File: src/rtl/spi_reg_bank_if.sv
// SPI pin bundle between a host (master) and the register-bank peripheral (slave).
interface spi_reg_bank_if;
  logic ncs;
  logic sclk;
  logic copi;
  logic cipo;
  logic cipo_oe;

  modport master (output ncs, output sclk, output copi, input cipo, input cipo_oe);
  modport slave  (input ncs, input sclk, input copi, output cipo, output cipo_oe);
endinterface

File: src/rtl/spi_reg_bank.sv
// SPI mode-0 read/write bank of NUM_REGS x DATA_W registers, all SPI pins oversampled on clk.
// Optional SPI_ERR_CNT_EN adds err_count_o, a saturating count of wrong-length frames.
module spi_reg_bank #(
  parameter int NUM_REGS = 5,
  parameter int DATA_W   = 8,
  parameter int ADDR_W   = 7
) (
  input  logic                       clk,
  input  logic                       rst,
  spi_reg_bank_if.slave              spi,
  output logic [NUM_REGS*DATA_W-1:0] regs_out_o,
  output logic [NUM_REGS-1:0]        wr_stb_o,
  output logic                       busy_o
`ifdef SPI_ERR_CNT_EN
  ,
  output logic [7:0]                 err_count_o
`endif
);

  localparam int FRAME_W = 1 + ADDR_W + DATA_W;
  localparam int CNT_W   = $clog2(FRAME_W + 2);
  localparam logic [CNT_W-1:0] CNT_CMD   = CNT_W'(1 + ADDR_W);
  localparam logic [CNT_W-1:0] CNT_FRAME = CNT_W'(FRAME_W);
  localparam logic [CNT_W-1:0] CNT_SAT   = CNT_W'(FRAME_W + 1);

  typedef enum logic [1:0] {IDLE, CMD, DATA} state_e;

  logic [2:0] ncs_sync_q, sclk_sync_q;
  logic [1:0] copi_sync_q;
  logic       ncs_rise, ncs_fall, sclk_rise, sclk_fall, ncs_s2, copi_s2;

  state_e               state_q, state_d;
  logic [CNT_W-1:0]     cnt_q, cnt_d;
  logic [FRAME_W-1:0]   rx_q, rx_d, rx_shift;
  logic [DATA_W-1:0]    tx_q, tx_d, rd_data;
  logic                 rd_q, rd_d;
  logic                 cipo_q, cipo_d;
  logic                 active_q, active_d;
  logic [NUM_REGS-1:0]  wr_stb_q, wr_stb_d;
  logic [DATA_W-1:0]    regs_q [NUM_REGS];
  logic [DATA_W-1:0]    regs_d [NUM_REGS];
  logic [ADDR_W-1:0]    frame_addr, cmd_addr;
`ifdef SPI_ERR_CNT_EN
  logic [7:0]           err_q, err_d;
`endif

  assign ncs_s2    = ncs_sync_q[1];
  assign copi_s2   = copi_sync_q[1];
  assign ncs_rise  =  ncs_sync_q[1]  & ~ncs_sync_q[2];
  assign ncs_fall  = ~ncs_sync_q[1]  &  ncs_sync_q[2];
  assign sclk_rise =  sclk_sync_q[1] & ~sclk_sync_q[2];
  assign sclk_fall = ~sclk_sync_q[1] &  sclk_sync_q[2];

  assign rx_shift   = {rx_q[FRAME_W-2:0], copi_s2};
  assign cmd_addr   = rx_shift[ADDR_W-1:0];
  assign frame_addr = rx_q[FRAME_W-2 -: ADDR_W];

  // Readback mux; addresses past NUM_REGS fall through to zero.
  always_comb begin
    rd_data = '0;
    for (int unsigned i = 0; i < NUM_REGS; i++)
      if (cmd_addr == ADDR_W'(i)) rd_data = regs_q[i];
  end

  always_comb begin
    state_d  = state_q;
    cnt_d    = cnt_q;
    rx_d     = rx_q;
    tx_d     = tx_q;
    rd_d     = rd_q;
    cipo_d   = cipo_q;
    active_d = active_q;
    wr_stb_d = '0;
    regs_d   = regs_q;
`ifdef SPI_ERR_CNT_EN
    err_d    = err_q;
`endif
    if (ncs_fall) begin
      state_d  = CMD;
      cnt_d    = '0;
      rx_d     = '0;
      tx_d     = '0;
      rd_d     = 1'b0;
      cipo_d   = 1'b0;
      active_d = 1'b1;
    end else if (ncs_rise && state_q != IDLE) begin
      state_d  = IDLE;
      active_d = 1'b0;
      cipo_d   = 1'b0;
      if (cnt_q == CNT_FRAME && rx_q[FRAME_W-1]) begin
        for (int unsigned i = 0; i < NUM_REGS; i++) begin
          if (frame_addr == ADDR_W'(i)) begin
            regs_d[i]   = rx_q[DATA_W-1:0];
            wr_stb_d[i] = 1'b1;
          end
        end
      end
`ifdef SPI_ERR_CNT_EN
      if (cnt_q != CNT_FRAME && err_q != 8'hFF) err_d = err_q + 8'd1;
`endif
    end else if (!ncs_s2) begin
      case (state_q)
        CMD: begin
          if (sclk_rise) begin
            rx_d  = rx_shift;
            cnt_d = cnt_q + CNT_W'(1);
            if (cnt_q + CNT_W'(1) == CNT_CMD) begin
              state_d = DATA;
              rd_d    = ~rx_shift[ADDR_W];
              tx_d    = rx_shift[ADDR_W] ? '0 : rd_data;
            end
          end
        end
        DATA: begin
          if (sclk_rise) begin
            rx_d = rx_shift;
            if (cnt_q != CNT_SAT) cnt_d = cnt_q + CNT_W'(1);
          end else if (sclk_fall && rd_q) begin
            cipo_d = tx_q[DATA_W-1];
            tx_d   = {tx_q[DATA_W-2:0], 1'b0};
          end
        end
        default: ;
      endcase
    end
  end

  always_ff @(posedge clk or posedge rst) begin
    if (rst) begin
      ncs_sync_q  <= '0;
      sclk_sync_q <= '0;
      copi_sync_q <= '0;
      state_q     <= IDLE;
      cnt_q       <= '0;
      rx_q        <= '0;
      tx_q        <= '0;
      rd_q        <= 1'b0;
      cipo_q      <= 1'b0;
      active_q    <= 1'b0;
      wr_stb_q    <= '0;
      for (int unsigned i = 0; i < NUM_REGS; i++) regs_q[i] <= '0;
`ifdef SPI_ERR_CNT_EN
      err_q       <= '0;
`endif
    end else begin
      ncs_sync_q  <= {ncs_sync_q[1:0], spi.ncs};
      sclk_sync_q <= {sclk_sync_q[1:0], spi.sclk};
      copi_sync_q <= {copi_sync_q[0], spi.copi};
      state_q     <= state_d;
      cnt_q       <= cnt_d;
      rx_q        <= rx_d;
      tx_q        <= tx_d;
      rd_q        <= rd_d;
      cipo_q      <= cipo_d;
      active_q    <= active_d;
      wr_stb_q    <= wr_stb_d;
      regs_q      <= regs_d;
`ifdef SPI_ERR_CNT_EN
      err_q       <= err_d;
`endif
    end
  end

  always_comb begin
    regs_out_o = '0;
    for (int unsigned i = 0; i < NUM_REGS; i++) regs_out_o[i*DATA_W +: DATA_W] = regs_q[i];
  end

  assign wr_stb_o    = wr_stb_q;
  assign busy_o      = active_q;
  assign spi.cipo    = cipo_q;
  assign spi.cipo_oe = active_q;
`ifdef SPI_ERR_CNT_EN
  assign err_count_o = err_q;
`endif

endmodule
File: src/flat_wrapper.sv
// flat-port wrapper written by rule: the top's interface ports become plain ports
module spi_reg_bank_flat 
#(
  parameter int NUM_REGS = 5,
  parameter int DATA_W   = 8,
  parameter int ADDR_W   = 7
)
  (clk, rst, regs_out_o, wr_stb_o, busy_o, spi_ncs, spi_sclk, spi_copi, spi_cipo, spi_cipo_oe);
  spi_reg_bank_if spi_i ();
  input  logic clk;
  input  logic rst;
  output logic [NUM_REGS*DATA_W-1:0] regs_out_o;
  output logic [NUM_REGS-1:0] wr_stb_o;
  output logic busy_o;
  input wire logic [$bits(spi_i.ncs)-1:0] spi_ncs;
  input wire logic [$bits(spi_i.sclk)-1:0] spi_sclk;
  input wire logic [$bits(spi_i.copi)-1:0] spi_copi;
  output wire logic [$bits(spi_i.cipo)-1:0] spi_cipo;
  output wire logic [$bits(spi_i.cipo_oe)-1:0] spi_cipo_oe;
  assign spi_i.ncs = spi_ncs;
  assign spi_i.sclk = spi_sclk;
  assign spi_i.copi = spi_copi;
  assign spi_cipo = spi_i.cipo;
  assign spi_cipo_oe = spi_i.cipo_oe;
  spi_reg_bank #(.NUM_REGS(NUM_REGS), .DATA_W(DATA_W), .ADDR_W(ADDR_W)) u_core (.clk(clk), .rst(rst), .spi(spi_i), .regs_out_o(regs_out_o), .wr_stb_o(wr_stb_o), .busy_o(busy_o));
endmodule
File: config.mk
export PLATFORM = sky130hd
export DESIGN_NAME = spi_reg_bank_flat
export DESIGN_NICKNAME = d
export VERILOG_FILES = /design/src/rtl/spi_reg_bank_if.sv /design/src/rtl/spi_reg_bank.sv /design/src/flat_wrapper.sv
export SDC_FILE = /design/constraint.sdc
export NUM_CORES = 1
export LEC_CHECK = 0
export CAP_MARGIN = 10
export CORE_MARGIN = 3
export CORE_UTILIZATION = 51
export CTS_BUF_LIST = sky130_fd_sc_hd__clkbuf_2 sky130_fd_sc_hd__clkbuf_4 sky130_fd_sc_hd__clkbuf_8
export CTS_CLUSTER_SIZE = 12
export DETAILED_ROUTE_END_ITERATION = 7
export GPL_TIMING_DRIVEN = 0
export PLACE_DENSITY = 0.83
export SYNTH_ARGS = -nofsm -noshare
export SYNTH_HDL_FRONTEND = slang
export SYNTH_SLANG_ARGS = --single-unit
File: constraint.sdc
create_clock -name clk -period 2.9 [get_ports clk]
set_clock_uncertainty 0.05 [all_clocks]
set_input_delay 0.435 -clock clk [delete_from_list [all_inputs] [get_ports clk]]
set_output_delay 0.435 -clock clk [all_outputs]
set_load 0.05 [all_outputs]
==> results.py, run 1 <==
metrics = {
    "min_path": {
        "hold_class": "in -> async",
    },
    "timing": {
        "min_period_ps": 2748,
        "finalHoldViolCount": 0,
        "setup_violations": 0,
        "rsz0062_at_grt": "false",
        "worst_pin_slew_ps": 1184,
        "setup_slack_ps": 152.1,
        "drv_slew": 0,
        "clock.fmax_mhz": 363.9,
        "maxSlewHeadroom": 0.2090,
        "min_period_over_period": 0.9476,
    },
    "die": {
        "initial_core_util": 0.5376,
        "ios": 53,
        "rows": 31,
        "fp.dieW_um": 94.61,
        "dieArea_um2": 8950,
        "die_y_um": 94.61,
        "core-area_um2": 7447,
    },
    "clock_network": {
        "clockBufferDepth": 2,
        "root_buffer": "clkbuf_8",
        "postCtsSetupBuffers": 0,
        "hold_buffers": 0,
        "cts.sinks": 87,
        "h-tree-depth": 3,
        "cts_tree": "done",
        "clk_latency_ps": 360,
        "cts.clk_slew.worst_paths_ps": 90,
        "cts_buffers": 9,
    },
    "worst_setup_path": {
        "worstSetupPathType": "reg -> reg",
        "crit_chain": "inv_1 -> ha_1 -> nor3b_2 -> nand4_1 -> or2_2 -> nor3b_4 -> mux2_2",
        "critical_path_required_ps": 3100,
        "critPathMaxFanout": 8,
        "timing.critical_path.from_type": "flip-flop",
        "r2r_end": "u_core.regs_out_o[19]",
        "cp-end-kind": "flip-flop",
        "arrival_ps": 2950,
        "crit_end": "u_core.regs_out_o[19]",
        "r2r_start": "u_core.state_q[0]",
        "slowest_delay_ps": 480,
        "slowest_stage": "nor3b_4",
        "r2r_slack_ps": 150,
        "r2r_cells": 7,
        "cp-startpoint": "u_core.state_q[0]",
    },
    "yosys": {
        "synth_fa_ha_area_frac": 0.01875,
        "synth_nets": 393,
        "synth_edf_count": 0,
        "syn_inst": 382,
        "syn_area_per_cell_um2": 10.48,
        "synth_compound_area_frac": 0.1369,
        "synth_commonest_cells": "dfrtp_1 (87), nand2_1 (52), o21ai_0 (45)",
        "synth_xor_area_frac": 0,
        "yosysTopAreaCellShare": 0.5438,
        "yosysTopAreaCell": "dfrtp_1",
        "ys_top_cells_by_area": "dfrtp_1 (54%), mux2_2 (12%), o21ai_0 (5.6%)",
        "synth_most_common_cell": "dfrtp_1",
        "ys.flop_type": "dfrtp_1",
        "synthSimpleGateAreaFrac": 0.1387,
        "ys_seq_elements": 87,
        "synthArstFlopShare": 1.000,
        "synth_warnings": 0,
        "synth_cell_types": 45,
        "synth.mux.area_fraction": 0.1228,
        "mappedNetlistArea_um2": 4004,
        "ys_seq_area_frac": 0.5438,
        "synth_top_family_by_area": "simple AND/OR/NAND/NOR gates",
    },
    "drt": {
        "drtIter0Drc": 224,
        "num_vias": 3177,
        "ant_nets": 0,
        "drt_pass1_iterations": 5,
        "drcViolationCount": 0,
        "routed_via_density": 5.787,
        "wl_um": 9527,
        "wl_per_cell_um": 17.35,
    },
    "power": {
        "pwr_density_cell_nw_per_um2": 537.9,
        "p_int_w": 0.001829,
        "leakagePower_nw": 2.113,
        "switching_power_w": 0.0008036,
        "peakVddDrop_v": 0.0003254,
        "switching_share": 0.3053,
        "seq_power_share": 0.515,
        "pwr-share-clk": 0.329,
        "total_power_w": 0.002633,
        "comb_power_share": 0.155,
    },
    "finish": {
        "syn2layout_area_growth_pct": 22.25,
        "fin_nets": 456,
        "final_layout_size_suffix_gt1_frac": 0.1511,
        "diodes": 0,
    },
    "global_route": {
        "grt_max_degree": 74,
        "met1_usage": 0.2970,
        "grt_usage": 0.2263,
        "antenna_found_initial": 0,
        "grt_pass1_wl_um": 15640,
        "met2_usage": 0.3735,
        "grt_pass1_vias": 3167,
        "top_usage_layer": "met2",
        "grt_overflow": 0,
        "met3_usage": 0.05657,
    },
    "placement": {
        "globalplace.congestion": 0.9127,
        "place_hpwl_um": 6670,
        "port_buffers": 52,
        "dp_slack_ps": -144.6,
    },
    "status": {
        "outcome": "finished clean",
    },
    "flow_run": {
        "max-cap-violations": 0,
    },
}
[cells in the final DEF (no fill, tap or decap), types with 3 or more instances in the layout]
master,netlist,routed
o21ai_0,45,45
mux2_2,41,41
nand3_1,5,5
nor2b_1,3,3
nor2_1,23,23
inv_1,15,14
nor3b_1,5,4
mux2i_1,3,3
ha_1,6,6
clkbuf_1,20,19
clkbuf_8,0,9
clkdlybuf4s50_1,0,52
a32oi_1,11,11
nand2_1,52,52
a21oi_1,15,15
a211oi_1,4,4
dfrtp_1,87,87
nand2b_1,6,6
[state kept, by name, summed over array words and instances, names as in the netlist]
register            cells
u_core.sclk_sync_q      3
u_core.tx_q             8
u_core.rd_q             1
u_core.state_q          2
u_core.cnt_q            5
u_core.rx_q            16
u_core.busy_o           1
u_core.copi_sync_q      2
u_core.spi.cipo         1
u_core.regs_out_o      40
u_core.ncs_sync_q       3
u_core.wr_stb_o         5
[area by class of cell]
type	count	area (um2)
well taps	99	123.9
clock inverters	7	78.83
multi-input cells	255	1688
clock buffers	9	123.9
plain buffers	24	96.34
flip-flops and latches	87	2177
fillers	597	2552
inverters	15	58.81
repair buffers	53	548.0
[power by group through the flow]
stage | Combinational [W] | Clock (W) | Sequential (W)
after global placement | 0.000375 | 0 | 0.00137
after CTS | 0.000405 | 0.000885 | 0.00135
after global routing | 0.000460 | 0.000928 | 0.00137
after floorplan | 0.000287 | 0 | 0.00136
after detailed placement | 0.000401 | 0 | 0.00138
final | 0.000408 | 0.000867 | 0.00136
[layer usage]
metal  routed length, um  vias to the layer above
li1                    -                     1465
met1                4196                     1581
met5                   0                        -
met3                 493                       15
met4                 154                        0
met2                4682                      116
[through the flow]
step	utilization	hold WS [ps]	cells	setup TNS [ps]	cell area [um2]
2_1_floorplan	-	281.2	382	0	4004
3_3_place_gp	0.6242	283.0	533	-96470	4648
3_5_place_dp	0.6282	284.7	534	-2129	4678
4_1_cts	0.6578	287.2	550	0	4898
5_1_grt	0.6573	297.2	549	0	4895
6_report	0.6573	291.2	549	0	4895
[worst min-delay path by stage]
stage	startpoint	end	slack, ps	cells past startpoint
final	rst	u_core.cnt_q[2]	290	2
after global placement	u_core.copi_sync_q[0]	u_core.copi_sync_q[1]	280	0
after floorplan	u_core.copi_sync_q[0]	u_core.copi_sync_q[1]	280	0
after detailed placement	u_core.copi_sync_q[0]	u_core.copi_sync_q[1]	280	0
after global routing	rst	u_core.cnt_q[2]	300	2
after CTS	rst	u_core.cnt_q[2]	290	2
[cell families (layout without fill, tap and decap cells)]
family                     count (synthesis)  after routing
DFF                                       87             87
adders and majority gates                  6              6
AOI/OAI and AO/OA                         90             90
buffers and inverters                     40            108
muxes                                     44             44
and+or+nand+nor                          115            115
[worst max-delay path: cells and delay by family (launching register included)]
family | cells | cell delay [ps]
buffers and inverters | 1 | 110
multiplexers | 1 | 400
adder cells (fa/ha/maj) | 1 | 260
AND/OR/NAND/NOR | 4 | 1370
flip-flops | 1 | 450
[what timing repair did]
| action | 4_1_cts | 5_1_grt |
|---|---|---|
| gates resized for setup | 3 | 0 |
| pin swaps | 0 | 0 |
| setup endpoints to repair | 24 | 8 |
| gates cloned | 0 | 0 |
Note: power is estimated with default switching activity, not from simulation.
==> run 2: changes to the inputs <==
- CORE_UTILIZATION: 51 -> 35
- PLACE_DENSITY: 0.83 -> 0.62
==> run 2 against run 1 <==
  * Fmax up 1.2%
  * Clock-buffer cell count up 1
  * Largest power group unchanged
  * Power up 1.1%
  * Sequential cell count unchanged
  * Critical path depth unchanged
  * Setup slack better by 31 ps
  * Utilization down 21 points
  * Hold slack better by 12 ps
  * Clock power up 4.4%
  * Non-clock buffer count unchanged
==> results.py, run 2 (same netlist as run 1, synthesis figures left out) <==
metrics = {
    "status": {
        "outcome": "finished clean",
    },
    "finish": {
        "final_cell_mix": "dfrtp_1 (87), nand2_1 (52), clkdlybuf4s50_1 (52)",
        "diodes": 0,
        "syn2layout_area_growth_pct": 23.59,
        "seqCellArea_um2": 2177,
        "fin_util": 0.4486,
        "fin_nets": 456,
        "final_layout_size_suffix_gt1_frac": 0.1496,
        "multi_input_area_um2": 1688,
        "fill_cells": 1080,
        "largest_reg_flops": 40,
        "layout_commonest_cell": "dfrtp_1",
    },
    "global_route": {
        "antenna_found_initial": 0,
        "grt_pass1_wl_um": 16460,
        "met2_usage": 0.2543,
        "top_usage_layer": "met2",
        "grt_overflow": 0,
        "grt_max_degree": 68,
        "grt_usage": 0.1606,
        "met3_usage": 0.03422,
        "grt_pass1_vias": 3171,
        "met1_usage": 0.2228,
    },
    "die": {
        "ios": 53,
        "initial_core_util": 0.3630,
        "dieArea_um2": 12760,
        "rows": 38,
        "core-area_um2": 11030,
        "fp.dieW_um": 113.0,
        "die_y_um": 113.0,
    },
    "drt": {
        "drcViolationCount": 0,
        "drtIter0Drc": 218,
        "wl_um": 9780,
        "num_vias": 3110,
        "wl_per_cell_um": 16.63,
        "drt_pass1_iterations": 4,
        "ant_nets": 0,
        "routed_via_density": 5.289,
    },
    "timing": {
        "fin_tns_setup_ps": 0,
        "min_period_over_period": 0.9367,
        "clock.fmax_mhz": 368.1,
        "setup_violations": 0,
        "rsz0062_at_grt": "false",
        "setup_slack_ps": 183.5,
        "worst_pin_slew_ps": 685.8,
        "finalHoldViolCount": 0,
        "drv_slew": 0,
        "maxSlewHeadroom": 0.5418,
        "min_period_ps": 2716,
    },
    "worst_setup_path": {
        "arrival_ps": 2910,
        "r2r_slack_ps": 180,
        "r2r_end": "u_core.regs_out_o[21]",
        "timing.critical_path.from_type": "flip-flop",
        "critPathMaxFanout": 8,
        "critical_path_required_ps": 3090,
        "r2r_cells": 7,
        "cp-startpoint": "u_core.state_q[0]",
        "cp-end-kind": "flip-flop",
        "worstSetupPathType": "reg -> reg",
        "r2r_start": "u_core.state_q[0]",
    },
    "clock_network": {
        "hold_buffers": 0,
        "clockBufferDepth": 2,
        "cts_buffers": 9,
        "h-tree-depth": 3,
        "root_buffer": "clkbuf_8",
        "clk_latency_ps": 350,
        "cts.sinks": 87,
        "cts_resized": 1,
        "postCtsSetupBuffers": 0,
        "cts.clk_slew.worst_paths_ps": 80,
        "cts_tree": "done",
    },
    "min_path": {
        "min_to": "u_core.sclk_sync_q[1]",
        "min_from": "u_core.sclk_sync_q[0]",
        "hold_class": "reg -> reg",
        "hold_path_depth": 0,
    },
    "placement": {
        "place_hpwl_um": 6977,
        "dp_slack_ps": -130.5,
        "globalplace.congestion": 0.8398,
        "port_buffers": 52,
    },
    "power": {
        "total_power_w": 0.002662,
        "pwr_density_cell_nw_per_um2": 537.9,
        "peakVddDrop_v": 0.0002562,
        "leakagePower_nw": 2.120,
    },
    "flow_run": {
        "max-cap-violations": 0,
    },
}
run 2: cell count changes in the layout (fill, tap and decap cells not counted):
| cell | before | now |
|---|---|---|
| inv_6 | 2 | 0 |
| bufinv_16 | 1 | 2 |
| clkinvlp_4 | 2 | 1 |
| clkbuf_2 | 0 | 1 |
| clkbuf_4 | 0 | 1 |
| inv_8 | 1 | 0 |
| clkbuf_1 | 19 | 18 |
run 2: stage by stage:
| stage | hold WS [ps] | std cells | instance area [um2] |
|---|---|---|---|
| after floorplan | 281.2 | 382 | 4004 |
| after global placement | 283.9 | 574 | 4700 |
| after detailed placement | 286.2 | 575 | 4730 |
| after CTS | 306.2 | 589 | 4938 |
| after global routing | 310.3 | 588 | 4949 |
| final | 302.9 | 588 | 4949 |
run 2: worst max-delay path by stage:
stage	endpoint	slack [ps]	cells after the start
2_1_floorplan	u_core.busy_o	160	1
3_3_place_gp	u_core.regs_out_o[14]	-1280	2
3_5_place_dp	u_core.regs_out_o[6]	-130	7
4_1_cts	u_core.regs_out_o[3]	-9	7
5_1_grt	u_core.regs_out_o[19]	3	7
6_report	u_core.regs_out_o[21]	180	7
run 2: area by class of cell:
cell class,instances,share of cell area
Buffer,23,0.01871
Clock buffer,10,0.02655
Clock inverter,4,0.01466
Inverter,15,0.01188
Multi-Input combinational cell,255,0.3411
Sequential cell,87,0.4399
Tap cell,140,0.03540
Timing Repair Buffer,54,0.1118
run 2: metal layers:
layer	part of all wire	vias to the layer above	wire (um)
met5	0	-	0
met4	0.014	0	136
met3	0.055	14	536
met2	0.47	88	4576
met1	0.46	1540	4530
li1	-	1468	-
run 2: worst max-delay path: stages, from the launching register on:
cell and delay, ps:
dfrtp_1 450, inv_1 110, ha_1 260, nor3b_2 260, nand4_1 210, or2_2 400, nor3b_4 470, mux2_2 390
run 2: report_power, final:
| part | internal, W | total [W] | switching (W) |
|---|---|---|---|
| Combinational | 0.000142 | 0.000401 | 0.000259 |
| Sequential | 0.00128 | 0.00136 | 0.0000785 |
| Clock | 0.000484 | 0.000905 | 0.000421 |
==> run 3: changes to the inputs <==
- CORE_UTILIZATION: 35 -> 34
- PLACE_DENSITY: 0.62 -> 0.61
==> run 3 against run 2 <==
  * First-iteration DRC count fell by 42%
  * Sequential power about the same
  * Wire length increased by 1.0%
  * Utilization decreased by 0.56 points
  * Critical path type unchanged
  * Largest power group unchanged
  * Clock-buffer cell count decreased by 1
==> results.py, run 3 (same netlist as run 1, synthesis figures left out) <==
metrics = {
    "finish": {
        "diodes": 0,
        "fin_nets": 456,
        "final_cell_mix": "dfrtp_1 (87), nand2_1 (52), clkdlybuf4s50_1 (52)",
        "final_layout_size_suffix_gt1_frac": 0.1511,
        "syn2layout_area_growth_pct": 23.63,
        "layout_commonest_cell": "dfrtp_1",
        "largest_reg_flops": 40,
    },
    "drt": {
        "num_vias": 3110,
        "wl_per_cell_um": 16.75,
        "wl_um": 9882,
        "ant_nets": 0,
        "drcViolationCount": 0,
        "drtIter0Drc": 127,
        "drt_pass1_iterations": 5,
        "routed_via_density": 5.271,
    },
    "die": {
        "rows": 38,
        "initial_core_util": 0.3583,
        "ios": 53,
        "die_y_um": 114.5,
        "fp.dieW_um": 114.5,
        "core-area_um2": 11170,
        "dieArea_um2": 13110,
    },
    "power": {
        "p_int_w": 0.001828,
        "switching_share": 0.3079,
        "leakagePower_nw": 2.111,
        "comb_power_share": 0.154,
        "switching_power_w": 0.0008130,
        "pwr_density_cell_nw_per_um2": 533.5,
        "seq_power_share": 0.515,
        "peakVddDrop_v": 0.0003069,
        "pwr-share-clk": 0.332,
    },
    "placement": {
        "place_hpwl_um": 7029,
        "globalplace.congestion": 0.8516,
        "port_buffers": 52,
    },
    "clock_network": {
        "postCtsSetupBuffers": 0,
        "cts.clk_slew.worst_paths_ps": 100,
        "clockBufferDepth": 2,
        "cts_tree": "done",
        "h-tree-depth": 3,
        "root_buffer": "clkbuf_8",
        "cts.sinks": 87,
        "clk_latency_ps": 360,
        "cts_buffers": 9,
        "hold_buffers": 0,
    },
    "timing": {
        "rsz0062_at_grt": "false",
        "finalHoldViolCount": 0,
        "whs_ps": 310.0,
        "clock.fmax_mhz": 366.2,
        "drv_slew": 0,
        "min_period_ps": 2731,
        "min_period_over_period": 0.9416,
        "worst_pin_slew_ps": 1175,
        "fin_tns_setup_ps": 0,
        "setup_violations": 0,
        "maxSlewHeadroom": 0.2152,
    },
    "global_route": {
        "grt_max_degree": 61,
        "grt_overflow": 0,
        "grt_pass1_wl_um": 16510,
        "grt_usage": 0.1575,
        "grt_pass1_vias": 3158,
        "antenna_found_initial": 0,
    },
    "worst_setup_path": {
        "worstSetupPathType": "reg -> reg",
        "r2r_start": "u_core.rx_q[2]",
        "timing.critical_path.from_type": "flip-flop",
        "critical_path_required_ps": 3080,
        "arrival_ps": 2910,
        "r2r_slack_ps": 170,
        "critPathMaxFanout": 8,
        "cp-end-kind": "flip-flop",
        "cp-startpoint": "u_core.rx_q[2]",
    },
    "min_path": {
        "hold_class": "reg -> reg",
        "min_from": "u_core.sclk_sync_q[0]",
    },
    "flow_run": {
        "max-cap-violations": 0,
    },
    "status": {
        "outcome": "finished clean",
    },
}
run 3: changes by cell type in the layout (fill, tap and decap cells not counted):
| cell | delta |
|---|---|
| clkbuf_2 | -1 |
| clkinv_4 | +1 |
| clkinvlp_4 | +1 |
| inv_6 | +3 |
| bufinv_16 | -1 |
| clkbuf_1 | +1 |
| buf_2 | -1 |
| clkinv_2 | -1 |
run 3: power by group through the flow:
stage | clock network (W) | logic [W] | registers, W
3_5_place_dp | 0 | 0.000403 | 0.00138
6_report | 0.000876 | 0.000405 | 0.00136
3_3_place_gp | 0 | 0.000387 | 0.00138
4_1_cts | 0.000899 | 0.000407 | 0.00136
2_1_floorplan | 0 | 0.000287 | 0.00136
5_1_grt | 0.000949 | 0.000456 | 0.00137
run 3: routing by layer:
| metal | track usage | share of wire | vias up |
|---|---|---|---|
| met2 | 0.2499 | 0.47 | 82 |
| li1 | - | - | 1465 |
| met4 | 0.03642 | 0.0086 | 0 |
| met1 | 0.2144 | 0.46 | 1555 |
| met3 | 0.04440 | 0.055 | 8 |
| met5 | 0 | 0 | - |
run 3: path summary, 6_finish.rpt:
kind | endpoint | depth (start not counted)
min reg2reg | u_core.sclk_sync_q[1] | 0
max reg2reg | u_core.tx_q[6] | 6
min | u_core.sclk_sync_q[1] | 0
max | u_core.tx_q[6] | 6
min in group asynchronous | u_core.cnt_q[2] | 2
max in group asynchronous | u_core.regs_out_o[7] | 3
run 3: what timing repair did:
action / in CTS / in global routing
gates resized for setup: 3 / 1
setup endpoints to repair: 24 / 14
pin swaps: 1 / 0
run 3: layout make-up:
class                           count  area, um2
Clock buffer                        9      123.9
Clock inverter                      7      80.08
Inverter                           15      58.81
Fill cell                        1076       6223
Buffer                             24      98.84
Multi-Input combinational cell    255       1688
Sequential cell                    87       2177
Tap cell                          140      175.2
Timing Repair Buffer               53      548.0
run 3: through the flow:
| step | setup WS [ps] | std cells | utilization | area (um2) | total power (W) |
|---|---|---|---|---|---|
| global placement | -1255 | 574 | 0.4206 | 4700 | 0.001763 |
| detailed placement | -183.7 | 575 | 0.4233 | 4730 | 0.001783 |
| global route | 36.64 | 590 | 0.4430 | 4950 | 0.002773 |
| finish | 169.2 | 590 | 0.4430 | 4950 | 0.002641 |
| floorplan | 164.8 | 382 | - | 4004 | 0.001649 |
| CTS | 55.64 | 591 | 0.4431 | 4951 | 0.002661 |
run 3: critical path, stage by stage (launching register included):
cell and delay (ps):
dfrtp_1 490, or4_1 550, clkbuf_1 190, nor3b_1 660, o21ai_0 210, a32oi_1 320
a32oi_1 140
